[src/rtl/key_event_decoder.sv]
// Keypad event decoder: turns the encoder's code/strobe level into press and
// hold-to-repeat events, pulses them one-hot and queues them for the consumer.
module key_event_decoder #(
  parameter int DEPTH        = 4,
  parameter int REPEAT_DELAY = 1000,
  parameter int REPEAT_RATE  = 250
) (
  input  logic        clk,
  input  logic        rst,
  input  logic [4:0]  code,
  input  logic        strobe,
  output logic [19:0] key_onehot,
  output logic        key_pulse,
  output logic        ev_valid,
  output logic [4:0]  ev_code,
  output logic        ev_repeat,
  input  logic        ev_ready,
  output logic        overflow,
  input  logic        clear_ovf
);

  localparam int AW   = $clog2(DEPTH);
  localparam int CMAX = (REPEAT_DELAY > REPEAT_RATE) ? REPEAT_DELAY : REPEAT_RATE;
  localparam int CW   = (CMAX > 1) ? $clog2(CMAX) : 1;
  localparam logic [CW-1:0] DLY_LAST  = CW'((REPEAT_DELAY > 0) ? REPEAT_DELAY - 1 : 0);
  localparam logic [CW-1:0] RATE_LAST = CW'(REPEAT_RATE - 1);

  typedef enum logic [1:0] {IDLE, DELAY, REPEAT} state_t;

  state_t        state;
  logic [CW-1:0] counter;
  logic          strobe_q;
  logic          press;
  logic          fire;
  logic          fire_rep;
  logic          push;

  logic [5:0]    mem [DEPTH];
  logic [AW:0]   wr_ptr;
  logic [AW:0]   rd_ptr;
  logic          empty;
  logic          full;
  logic          pop;
  logic          wr_en;
  logic [5:0]    head;

  assign press = strobe & ~strobe_q;

  // A release always wins over a repeat tick landing in the same cycle.
  always_comb begin
    fire     = 1'b0;
    fire_rep = 1'b0;
    unique case (state)
      IDLE:   fire = press;
      DELAY:  if (strobe && REPEAT_DELAY != 0 && counter == DLY_LAST) begin
                fire     = 1'b1;
                fire_rep = 1'b1;
              end
      REPEAT: if (strobe && counter == RATE_LAST) begin
                fire     = 1'b1;
                fire_rep = 1'b1;
              end
      default: ;
    endcase
  end

  assign push = fire & (code < 5'd20);

  always_ff @(posedge clk or negedge rst) begin
    if (!rst) begin
      state      <= IDLE;
      counter    <= '0;
      strobe_q   <= 1'b0;
      key_onehot <= '0;
      key_pulse  <= 1'b0;
    end else begin
      strobe_q   <= strobe;
      key_pulse  <= push;
      key_onehot <= push ? (20'd1 << code) : 20'd0;
      unique case (state)
        IDLE: begin
          if (press) begin
            state   <= DELAY;
            counter <= '0;
          end
        end
        DELAY: begin
          if (!strobe) begin
            state   <= IDLE;
            counter <= '0;
          end else if (fire) begin
            state   <= REPEAT;
            counter <= '0;
          end else if (REPEAT_DELAY != 0) begin
            counter <= counter + 1'b1;
          end
        end
        REPEAT: begin
          if (!strobe) begin
            state   <= IDLE;
            counter <= '0;
          end else if (fire) begin
            counter <= '0;
          end else begin
            counter <= counter + 1'b1;
          end
        end
        default: begin
          state   <= IDLE;
          counter <= '0;
        end
      endcase
    end
  end

  assign empty = (wr_ptr == rd_ptr);
  assign full  = (wr_ptr[AW] != rd_ptr[AW]) && (wr_ptr[AW-1:0] == rd_ptr[AW-1:0]);
  assign pop   = ~empty & ev_ready;
  assign wr_en = push & (~full | pop);

  // Storage needs no reset: the head is masked whenever the queue is empty.
  always_ff @(posedge clk) begin
    if (wr_en) mem[wr_ptr[AW-1:0]] <= {fire_rep, code};
  end

  always_ff @(posedge clk or negedge rst) begin
    if (!rst) begin
      wr_ptr   <= '0;
      rd_ptr   <= '0;
      overflow <= 1'b0;
    end else begin
      if (wr_en) wr_ptr <= wr_ptr + 1'b1;
      if (pop)   rd_ptr <= rd_ptr + 1'b1;
      if (push && full && !pop) overflow <= 1'b1;
      else if (clear_ovf)       overflow <= 1'b0;
    end
  end

  assign head      = mem[rd_ptr[AW-1:0]];
  assign ev_valid  = ~empty;
  assign ev_code   = empty ? 5'd0 : head[4:0];
  assign ev_repeat = empty ? 1'b0 : head[5];

endmodule

[config.mk]
export PLATFORM = sky130hd
export DESIGN_NAME = key_event_decoder
export DESIGN_NICKNAME = d
export VERILOG_FILES = /design/src/rtl/key_event_decoder.sv
export SDC_FILE = /design/constraint.sdc
export NUM_CORES = 1
export LEC_CHECK = 0
export ABC_AREA = 0
export BUFFER_PORTS_ARGS = -buffer_cell sky130_fd_sc_hd__clkbuf_2
export CORE_UTILIZATION = 45
export DETAILED_ROUTE_END_ITERATION = 7
export HOLD_SLACK_MARGIN = 0.1
export PLACE_DENSITY_LB_ADDON = 0.3
export SLEW_MARGIN = 20
export SYNTH_ARGS = -nofsm -noshare
export SYNTH_HDL_FRONTEND = slang
export SYNTH_SLANG_ARGS = --single-unit
[constraint.sdc]
create_clock -name clk -period 2.5 [get_ports clk]
set_clock_uncertainty 0.2 [all_clocks]
set_input_delay 0.25 -clock clk [delete_from_list [all_inputs] [get_ports clk]]
set_output_delay 0.25 -clock clk [all_outputs]
set_load 0.005 [all_outputs]
==> impl_results.md, run 1 <==
* Port Buffers at 38
* Max clock buf depth at 2
* YS warnings at 0
* Hold Fails Final Rpt at 0
* Max-cap violations at 0
* Hold Path Class: in2async
* Avg Cell Area, Syn at 12.9 um2
* Leakage power at approximately 0.0016 uW
* H-tree depth at 3
* Worst reg2reg setup slack at -0.1 ns
* DRT Wirelength at between 5000 and 6000 um
* Post-synthesis mux area share at under 10%
* Arrival time worst endpoint at 2.45 ns
* Violated checks: setup timing
* Fraction of registers with async set or reset after synthesis at a little over three fifths
* DR vias/cell at roughly 5.1
* Slew HR at about two thirds
* # rows at 28
* Simple-Gate Fraction of Synth Area at between 10% and 20%
* Routed WL per cell at around 15 um
* Post-synthesis cell area at 0.00287 mm2
* Overall Global Routing Usage at between 10% and 20%
* Combined area of the multi-input logic cells at between 0.001 and 0.0015 mm2
* Layout Nets at roughly 320
* Drt drc at 0
* RSZ-0062 raised after global routing: true
* Fill cells at about 470
* Initial antenna violation count at 0
* Initial DRC Count at ~110
* RePlAce Congestion at around 0.9
* Seq. cell area at 0.00175 mm2
* Largest family of logic cells by synthesized area: simple AND/OR/NAND/NOR gates
* Area growth syn-to-layout at 25.9%
* Pins over their slew limit at 0
* Final min period at approximately 2.6 ns
* Crit end category: flop
* Maximum fanout along the worst path at 6
* Layout Utilization at around 60%
* Worst Path Required at 2.35 ns
* Fin crit share at 104%
* Routed Antenna Nets at 0
* Register area share after synthesis at 60.8%
* Crit start category: flop
* Adder-cell share of the synthesized area at 4.79%
* Final setup margin at -0.0997 ns
* Vias in the first global route at approximately 1,900
* Post-DP HPWL at between 4000 and 5000 um
* R2r startpoint: counter[1]$_DFFE_PN0P_
* CTS tree: built
* Slew @ Worst Pin at 0.512 ns
* Share of cells above drive strength 1 at about a third
* Grt ovf at 0
* Num CTS Buffers at 9
* Pwr Density at approximately 880 mW/mm2
* WS Path Type: reg2reg
* Reg2reg path depth at 7
* Fmax at 0.385 GHz
* Clk sinks at between 60 and 70
* Via count at between 1,500 and 2,000
* Die area at roughly 0.0067 mm2
* Pre-CTS WS at -0.117 ns
* Worst reg2reg endpoint: mem[1][3]$_DFFE_PP_
* EDFF count, synth at 24
* Final setup fails at 24
* Initial Utilization at a little under half
* Die H at slightly above 80 um
* Antenna diodes at 0
* Status: complete, but fails checks
* Net Count, Synth at roughly 240
* Compound-Gate Fraction of Synth Area at 6.84%
* Post-Synth XOR/XNOR Area at around 2.7%
* Pin count of the biggest net entering global routing at 42
* Clk slew on worst S/H paths at about 0.080 ns
* First-pass GRT wire length at about 9200 um
* Root buffer cell: clkbuf_8
* Worst skew pair latency at 0.34 ns
* Most used DFF post-synth: dfrtp_1
* Core Footprint at approximately 0.0060 mm2
* Post-Syn Instances at about 220
* Ports at 39
* Synth cell types at 40
* Die X at 81.9 um
* #FFs+latches synth at between 60 and 70
* Drt pass-1 iters at 5
* Maximum VDD drop at between 500 and 600 uV
==> cell type report <==
class	count	area share [%]
clock inverters	6	1.76
inverters	9	0.934
multi-input cells	142	30.0
clock buffers	10	3.81
well taps	75	2.60
repair buffers	70	12.6
flip-flops and latches	65	48.3
==> state kept, by name, indices dropped and copies added, names as in the netlist <==
name        cells
mem            24
overflow        1
counter        10
rd_ptr          3
strobe_q        1
key_onehot     20
state           2
key_pulse       1
wr_ptr          3
==> stage by stage <==
step	cells	hold slack (ns)	TNS [ns]	power, uW	instance area [um2]
6_report	377	0.297	-1.72	3190	3620
5_1_grt	377	0.310	-3.27	3400	3620
4_1_cts	375	0.300	-1.91	3200	3600
3_5_place_dp	350	0.148	-2.60	2290	3300
3_3_place_gp	350	0.144	-1.65	2270	3300
2_1_floorplan	222	-0.246	-2.49	1950	2890
==> metal layers <==
| metal | GRT usage (%) | wire length, um | part of all wire, % | up-vias |
|---|---|---|---|---|
| met5 | 0 | 0 | 0 | - |
| met4 | 9.30 | 64 | 1.1 | 0 |
| met3 | 4.78 | 228 | 4.0 | 7 |
| met2 | 30.9 | 2910 | 51 | 45 |
| met1 | 24.3 | 2530 | 44 | 927 |
| li1 | - | - | - | 953 |
==> cell usage in the layout, fill, tap and decap left out, drive strengths merged, types with 3 or more instances in the layout <==
master       instances
clkbuf              48
nand2               13
a22o                 6
mux4                 6
nand3                7
a21oi                5
xnor2                8
mux2                 3
edfxtp              24
nand3b               4
nor4                 4
inv                 12
nor2b                3
o21ai                7
and2                11
nor3                13
ha                  11
buf                 23
nor2                18
nand2b               3
dfrtp               41
dlygate4sd3          9
==> how the worst max path moves through the flow <==
| stage | slack, ns | end | startpoint |
|---|---|---|---|
| detailed placement | -0.12 | mem[1][2]$_DFFE_PP_ | counter[1]$_DFFE_PN0P_ |
| floorplan | -0.16 | mem[3][0]$_DFFE_PP_ | counter[1]$_DFFE_PN0P_ |
| global route | -0.16 | mem[0][5]$_DFFE_PP_ | counter[1]$_DFFE_PN0P_ |
| CTS | -0.09 | mem[1][3]$_DFFE_PP_ | counter[1]$_DFFE_PN0P_ |
| global placement | -0.08 | mem[2][0]$_DFFE_PP_ | counter[1]$_DFFE_PN0P_ |
| finish | -0.1 | mem[1][3]$_DFFE_PP_ | counter[1]$_DFFE_PN0P_ |
==> critical path: stages (launching register included) <==
cell and delay [ns]:
dfrtp_1 0.38, inv_1 0.06, ha_1 0.14, or4b_4 0.46, or4_4 0.44, o21a_4 0.16
nor3_4 0.22, and2_4 0.25
==> synth_stat cells, drive strengths merged, types with 2 or more instances <==
cell	instances	area, um2
nand3	7	35.0
inv	9	33.8
clkbuf	4	15.0
and2	11	68.8
mux2	3	33.8
o21ai	7	35.0
nand4	2	12.5
nand2	13	48.8
nor4	4	25.0
o21a	2	15.0
nor2b	3	18.8
mux4	6	135
xnor2	8	70.1
nand2b	3	18.8
ha	11	138
a21oi	5	25.0
nor3	13	76.3
edfxtp	24	721
dfrtp	41	1030
buf	2	15.0
nand3b	4	30.0
nor2	18	67.6
a22o	6	53.8
a31o	2	17.5
o31a	2	17.5
==> cells by family after synthesis <==
| group | Yosys count |
|---|---|
| AO/OA/AOI/OAI | 28 |
| XOR/XNOR | 9 |
| adder cells (fa/ha/maj) | 11 |
| buffers and inverters | 15 |
| flip-flops | 65 |
| multiplexers | 9 |
| AND/OR/NAND/NOR | 85 |
==> what timing repair did <==
action / 4_1_cts / 5_1_grt
hold endpoints to repair: 67 / 0
pin swaps: 0 / 4
gates resized for setup: 2 / 4
buffers inserted: 0 / 2
endpoints found under the setup margin: 27 / 31
hold buffers: 9 / 0
==> report_power, final <==
part,internal [uW],total (uW),leakage (uW),switching [uW]
clock network,490,898,0.000104,408
logic,515,974,0.000711,458
registers,1210,1310,0.000772,105
total,2210,3190,0.00159,971
Note: power is estimated with default switching activity, not from simulation.
==> inputs of run 2 (changes only) <==
CORE_MARGIN = 5   (was not set)
==> impl_results.md, run 2 (synthesized netlist as in run 1, its figures left out) <==
* Status: complete, but fails checks
* Violated checks: setup timing
* Routed Antenna Nets at 0 (unchanged)
* Drt pass-1 iters at 4 (-1)
* Pins over their slew limit at 0 (unchanged)
* CTS tree: built
* Share of cells above drive strength 1 at 33.9% (+0.76 points)
* Overall Global Routing Usage at 15.8% (-3.5 points)
* Port Buffers at 38 (unchanged)
* Max reg flops at 24 (unchanged)
* M1 GR Usage at 20.4% (-3.8 points)
* Initial antenna violation count at 0 (unchanged)
* Arrival time worst endpoint at 2.59 ns (+0.14 ns)
* Fin crit share at 103% (-1.0 points)
* Hold Fails Final Rpt at 0 (unchanged)
* DRT Wirelength at 6020 um (+4.9%)
* Slowest stage delay, CP at 0.46 ns (about the same)
* Die H at 89.9 um (+9.8%)
* Pin count of the biggest net entering global routing at 23 (-45%)
* Commonest non-fill, non-tap cell in the layout: dfrtp_1
* Placed Area at 0.00333 mm2 (+0.99%)
* Via count at 1,985 (+2.7%)
* Die area at 0.00808 mm2 (+20%)
* Commonest cells after routing, fill and taps aside: dfrtp_1, clkbuf_2, buf_4
* Final min period at 2.57 ns (-0.0258 ns)
* Final setup margin at -0.0739 ns (+0.0258 ns)
* Die X at 89.9 um (+9.8%)
* Leakage power at 0.00160 uW (+0.76%)
* Drt drc at 0 (unchanged)
* First-pass GRT wire length at 10,200 um (+11%)
* Vias in the first global route at 2,003 (+4.8%)
* Pwr Density at 869 mW/mm2 (-1.4%)
* RePlAce Congestion at 0.850 (-3.7%)
* Cell-by-cell trace of the critical path: inv_1 -> ha_1 -> or4b_4 -> or4_4 -> o21a_4 -> nor3_4 -> buf_6 -> mux2_4
* Ports at 39 (unchanged)
* Core Footprint at 0.00628 mm2 (+4.2%)
* Met3 Use GR at 5.43% (+0.65 points)
* Grt met2 use at 24.8% (-6.1 points)
* Busiest grt layer: met2
* Max-cap violations at 0 (unchanged)
* Hold Path Class: in2async
* Clk sinks at 65 (unchanged)
* H-tree depth at 3 (unchanged)
* Num CTS Buffers at 9 (unchanged)
* WS Path Type: reg2reg
* Seq. cell area at 0.00175 mm2 (unchanged)
* Fill cells at 521 (+11%)
* Maximum fanout along the worst path at 4 (-2)
* Post-layout instance area at 0.00365 mm2 (+1.0%)
* Maximum VDD drop at 587 uV (+15%)
* Clk slew on worst S/H paths at 0.07 ns (about the same)
* Layout Nets at 323 (+1.6%)
* Root buffer cell: clkbuf_8
* Worst skew pair latency at 0.33 ns (about the same)
* # rows at 29 (+3.6%)
* Routed WL per cell at 15.7 um (+2.9%)
* Slew HR at 62.7% (-3.1 points)
* Initial Utilization at 45.7% (-1.9 points)
* Max clock buf depth at 2 (unchanged)
* RSZ-0062 raised after global routing: true
* Slew @ Worst Pin at 0.559 ns (+0.0471 ns)
* Crit start category: flop
* Crit path buf inv count at 2 (+1)
* Worst path slowest cell: or4b_4
* Post-DP HPWL at 4380 um (+6.3%)
* Initial DRC Count at 72 (-35%)
* Antenna diodes at 0 (unchanged)
* Grt ovf at 0 (unchanged)
* Worst Path Required at 2.52 ns (+0.17 ns)
* Combined area of the multi-input logic cells at 0.00108 mm2 (unchanged)
* Layout Utilization at 58.2% (-1.8 points)
* Setup_tns at -1.27 ns (+0.448 ns)
* Area growth syn-to-layout at 27.2%
* Largest delay share family, worst path: simple AND/OR/NAND/NOR gates
* Crit end category: flop
* Pre-CTS WS at -0.127 ns (-0.00975 ns)
* DR vias/cell at 5.17 (+0.87%)
* Fmax at 0.389 GHz (+1.0%)
* Final setup fails at 25 (+4.2%)
==> run 2: cell types whose count changed in the layout (fill, tap and decap cells not counted) <==
cell / change
buf_4: +4
clkinvlp_4: +2
inv_4: -2
buf_6: +1
clkbuf_8: -1
clkinv_1: +1
o21ai_0: +1
o21ai_1: -1
==> run 2: worst register-to-register path: cells and delay by family, from the launching register on <==
family                     cells  cell delay [ns]
and+or+nand+nor                3             1.11
buffers and inverters          2             0.21
muxes                          1             0.28
AOI/OAI and AO/OA              1             0.16
DFF                            1             0.38
adders and majority gates      1             0.13
==> run 2: path summary, 6_finish.rpt <==
kind,start,end,slack [ns],cells past startpoint
max,counter[1]$_DFFE_PN0P_,wr_ptr[1]$_DFFE_PN0N_,-0.07,8
min,rst,rd_ptr[0]$_DFFE_PN0P_,0.24,2
max reg2reg,counter[1]$_DFFE_PN0P_,wr_ptr[1]$_DFFE_PN0N_,-0.07,8
min reg2reg,wr_ptr[2]$_DFFE_PN0N_,wr_ptr[2]$_DFFE_PN0N_,0.29,1
max in group asynchronous,rst,key_onehot[2]$_DFF_PN0_,1.30,3
min in group clk,wr_ptr[2]$_DFFE_PN0N_,wr_ptr[2]$_DFFE_PN0N_,0.29,1
==> run 2: through the flow <==
step	hold WS [ns]	power, uW	instances
after floorplan	-0.246	1950	222
after global placement	0.0734	2300	356
after detailed placement	0.0674	2300	356
after CTS	0.234	3210	382
after global routing	0.271	3390	384
final	0.237	3170	384
==> run 2: layer usage <==
layer	up-vias	share of wire, %
met2	49	50
met1	967	44
met3	4	5.0
met5	-	0
li1	965	-
met4	0	0.98
==> run 2: layout make-up <==
cell class / count / area share [%]
multi-input combinational: 142 / 29.7
clock inverter: 7 / 1.92
clock buffer: 9 / 3.39
inverter: 9 / 0.925
sequential: 65 / 47.8
tap: 77 / 2.64
timing repair buffer: 75 / 13.6
==> run 2: repair_timing <==
item                                    CTS  global route
buffers inserted                          1             2
hold buffers                              9             0
endpoints found under the hold margin    50             0
endpoints found under the setup margin   27            33
gates cloned                              0             0
gates resized for setup                   2             4
pin swaps                                 3             4
==> run 2: power breakdown <==
part	leakage (uW)	internal (uW)	switching, uW
Clock	0.0000893	458	404
Combinational	0.000738	532	461
Sequential	0.000772	1210	109
Total	0.00160	2200	974
==> inputs of run 3 (changes only) <==
CORE_MARGIN = 4   (was 5)
==> impl_results.md, run 3 (synthesized netlist as in run 1, its figures left out) <==
* Cell-by-cell trace of the critical path: inv_1 -> ha_1 -> or4b_4 -> or4_4 -> o21a_4 -> nor3_4 -> buf_6 -> mux2_4
* Pwr Total at 3270 uW (+2.9%)
* Pwr Density at 886 mW/mm2 (+2.0%)
* Layout Nets at 323 (unchanged)
* Root buffer cell: clkbuf_8
* Core Footprint at 0.00606 mm2 (-3.4%)
* Hold Fails Final Rpt at 0 (unchanged)
* Die H at 87.9 um (-2.2%)
* Slew @ Worst Pin at 0.606 ns (+0.0470 ns)
* Maximum fanout along the worst path at 4 (unchanged)
* Maximum VDD drop at 569 uV (-3.1%)
* H-tree depth at 3 (unchanged)
* Crit path buf inv count at 2 (unchanged)
* Ports at 39 (unchanged)
* Vias in the first global route at 2,031 (+1.4%)
* Slowest stage delay, CP at 0.46 ns (about the same)
* Commonest non-fill, non-tap cell in the layout: dfrtp_1
* Clk slew on worst S/H paths at 0.07 ns (about the same)
* Clk sinks at 65 (unchanged)
* Worst skew pair latency at 0.33 ns (about the same)
* Final setup fails at 25 (unchanged)
* Pre-CTS WS at -0.129 ns (-0.00185 ns)
* Hold Path Class: in2async
* Die area at 0.00772 mm2 (-4.4%)
* Initial DRC Count at 91 (+26%)
* Placed Area at 0.00332 mm2 (-0.30%)
* Max reg flops at 24 (unchanged)
* Initial Utilization at 47.4% (+1.6 points)
* Via count at 2,011 (+1.3%)
* Slew HR at 59.6% (-3.1 points)
* Post-DP HPWL at 4370 um (-0.10%)
* Worst Path Required at 2.52 ns (about the same)
* WS Path Type: reg2reg
* Overall Global Routing Usage at 17.4% (+1.6 points)
* Worst reg2reg setup slack at -0.06 ns (about the same)
* Violated checks: setup timing
* R2r startpoint: counter[1]$_DFFE_PN0P_
* Fin crit share at 102% (-0.58 points)
* Arrival time worst endpoint at 2.58 ns (about the same)
* Leakage power at 0.00162 uW (+1.4%)
* RSZ-0062 raised after global routing: true
* Share of cells above drive strength 1 at 34.9% (+0.98 points)
* Max clock buf depth at 2 (unchanged)
* Drt drc at 0 (unchanged)
* RePlAce Congestion at 0.841 (-1.1%)
* Routed Antenna Nets at 0 (unchanged)
* Hold slack at 0.245 ns (+0.00793 ns)
* Drt pass-1 iters at 4 (unchanged)
* Final setup margin at -0.0593 ns (+0.0146 ns)
* DRT Wirelength at 5990 um (-0.42%)
* Pins over their slew limit at 0 (unchanged)
* Largest delay share family, worst path: simple AND/OR/NAND/NOR gates
* Max-cap violations at 0 (unchanged)
* CTS tree: built
* Worst path slowest cell: or4b_4
* Area growth syn-to-layout at 28.4%
* Fmax at 0.391 GHz (+0.57%)
* Grt ovf at 0 (unchanged)
* Routed WL per cell at 15.7 um (+0.11%)
* Antenna diodes at 0 (unchanged)
* First-pass GRT wire length at 10,100 um (-1.5%)
* Commonest cells after routing, fill and taps aside: dfrtp_1, clkbuf_2, buf_4
* Initial antenna violation count at 0 (unchanged)
* Pin count of the biggest net entering global routing at 24 (+4.3%)
* Die X at 87.9 um (-2.2%)
* DR vias/cell at 5.26 (+1.8%)
* Crit end category: flop
* Num CTS Buffers at 9 (unchanged)
* Crit start category: flop
* Final min period at 2.56 ns (-0.0146 ns)
* CP startpoint: counter[1]$_DFFE_PN0P_
* Status: complete, but fails checks
* # rows at 28 (-3.4%)
* Setup_tns at -0.993 ns (+0.280 ns)
* Port Buffers at 38 (unchanged)
* Post-layout instance area at 0.00369 mm2 (+0.93%)
==> run 3: final timing paths <==
| kind | to | cells after the start |
|---|---|---|
| worst min register to register | wr_ptr[2]$_DFFE_PN0N_ | 1 |
| worst min-delay path | rd_ptr[0]$_DFFE_PN0P_ | 2 |
| max in group asynchronous | key_onehot[18]$_DFF_PN0_ | 3 |
| worst max register to register | wr_ptr[1]$_DFFE_PN0N_ | 8 |
| worst max-delay path | wr_ptr[1]$_DFFE_PN0N_ | 8 |
| min in group clk | wr_ptr[2]$_DFFE_PN0N_ | 1 |
==> run 3: layout make-up <==
cell class / count / area (um2)
fill: 488 / 2370
sequential: 65 / 1750
multi-input combinational: 142 / 1100
timing repair buffer: 75 / 498
clock buffer: 12 / 188
tap: 75 / 93.8
inverter: 9 / 33.8
clock inverter: 4 / 28.8
==> run 3: per-stage QoR <==
step / std cells / utilization [%]
2_1_floorplan: 222 / -
3_3_place_gp: 353 / 54.8
3_5_place_dp: 353 / 54.8
4_1_cts: 379 / 60.2
5_1_grt: 382 / 60.8
6_report: 382 / 60.8
==> run 3: power by group <==
| part | total [uW] | switching (uW) | internal (uW) |
|---|---|---|---|
| Combinational | 1060 | 513 | 545 |
| Sequential | 1290 | 78.5 | 1210 |
| Clock | 920 | 408 | 512 |
| Total | 3270 | 999 | 2270 |
==> run 3: worst register-to-register path, delay by kind of cell, from the launching register on <==
family,cells,cell delay (ns)
AOI/OAI and AO/OA,1,0.16
adders and majority gates,1,0.15
buffers and inverters,2,0.20
DFF,1,0.38
muxes,1,0.28
and+or+nand+nor,3,1.09
==> run 3: timing repair <==
| action | in CTS | in global routing |
|---|---|---|
| hold buffers | 9 | 0 |
| setup endpoints to repair | 28 | 34 |
| endpoints found under the hold margin | 51 | 0 |
| pin swaps | 3 | 5 |
| resized for setup | 4 | 3 |
| setup buffers | 1 | 3 |
==> run 3: routing by layer <==
metal  up-vias  global-route usage [%]  share of wire (%)
li1        970                       -                  -
met1       996                    21.9                 44
met2        36                    28.9                 50
met3         9                    4.80                4.2
met4         0                    6.14                1.2
met5         -                       0                  0
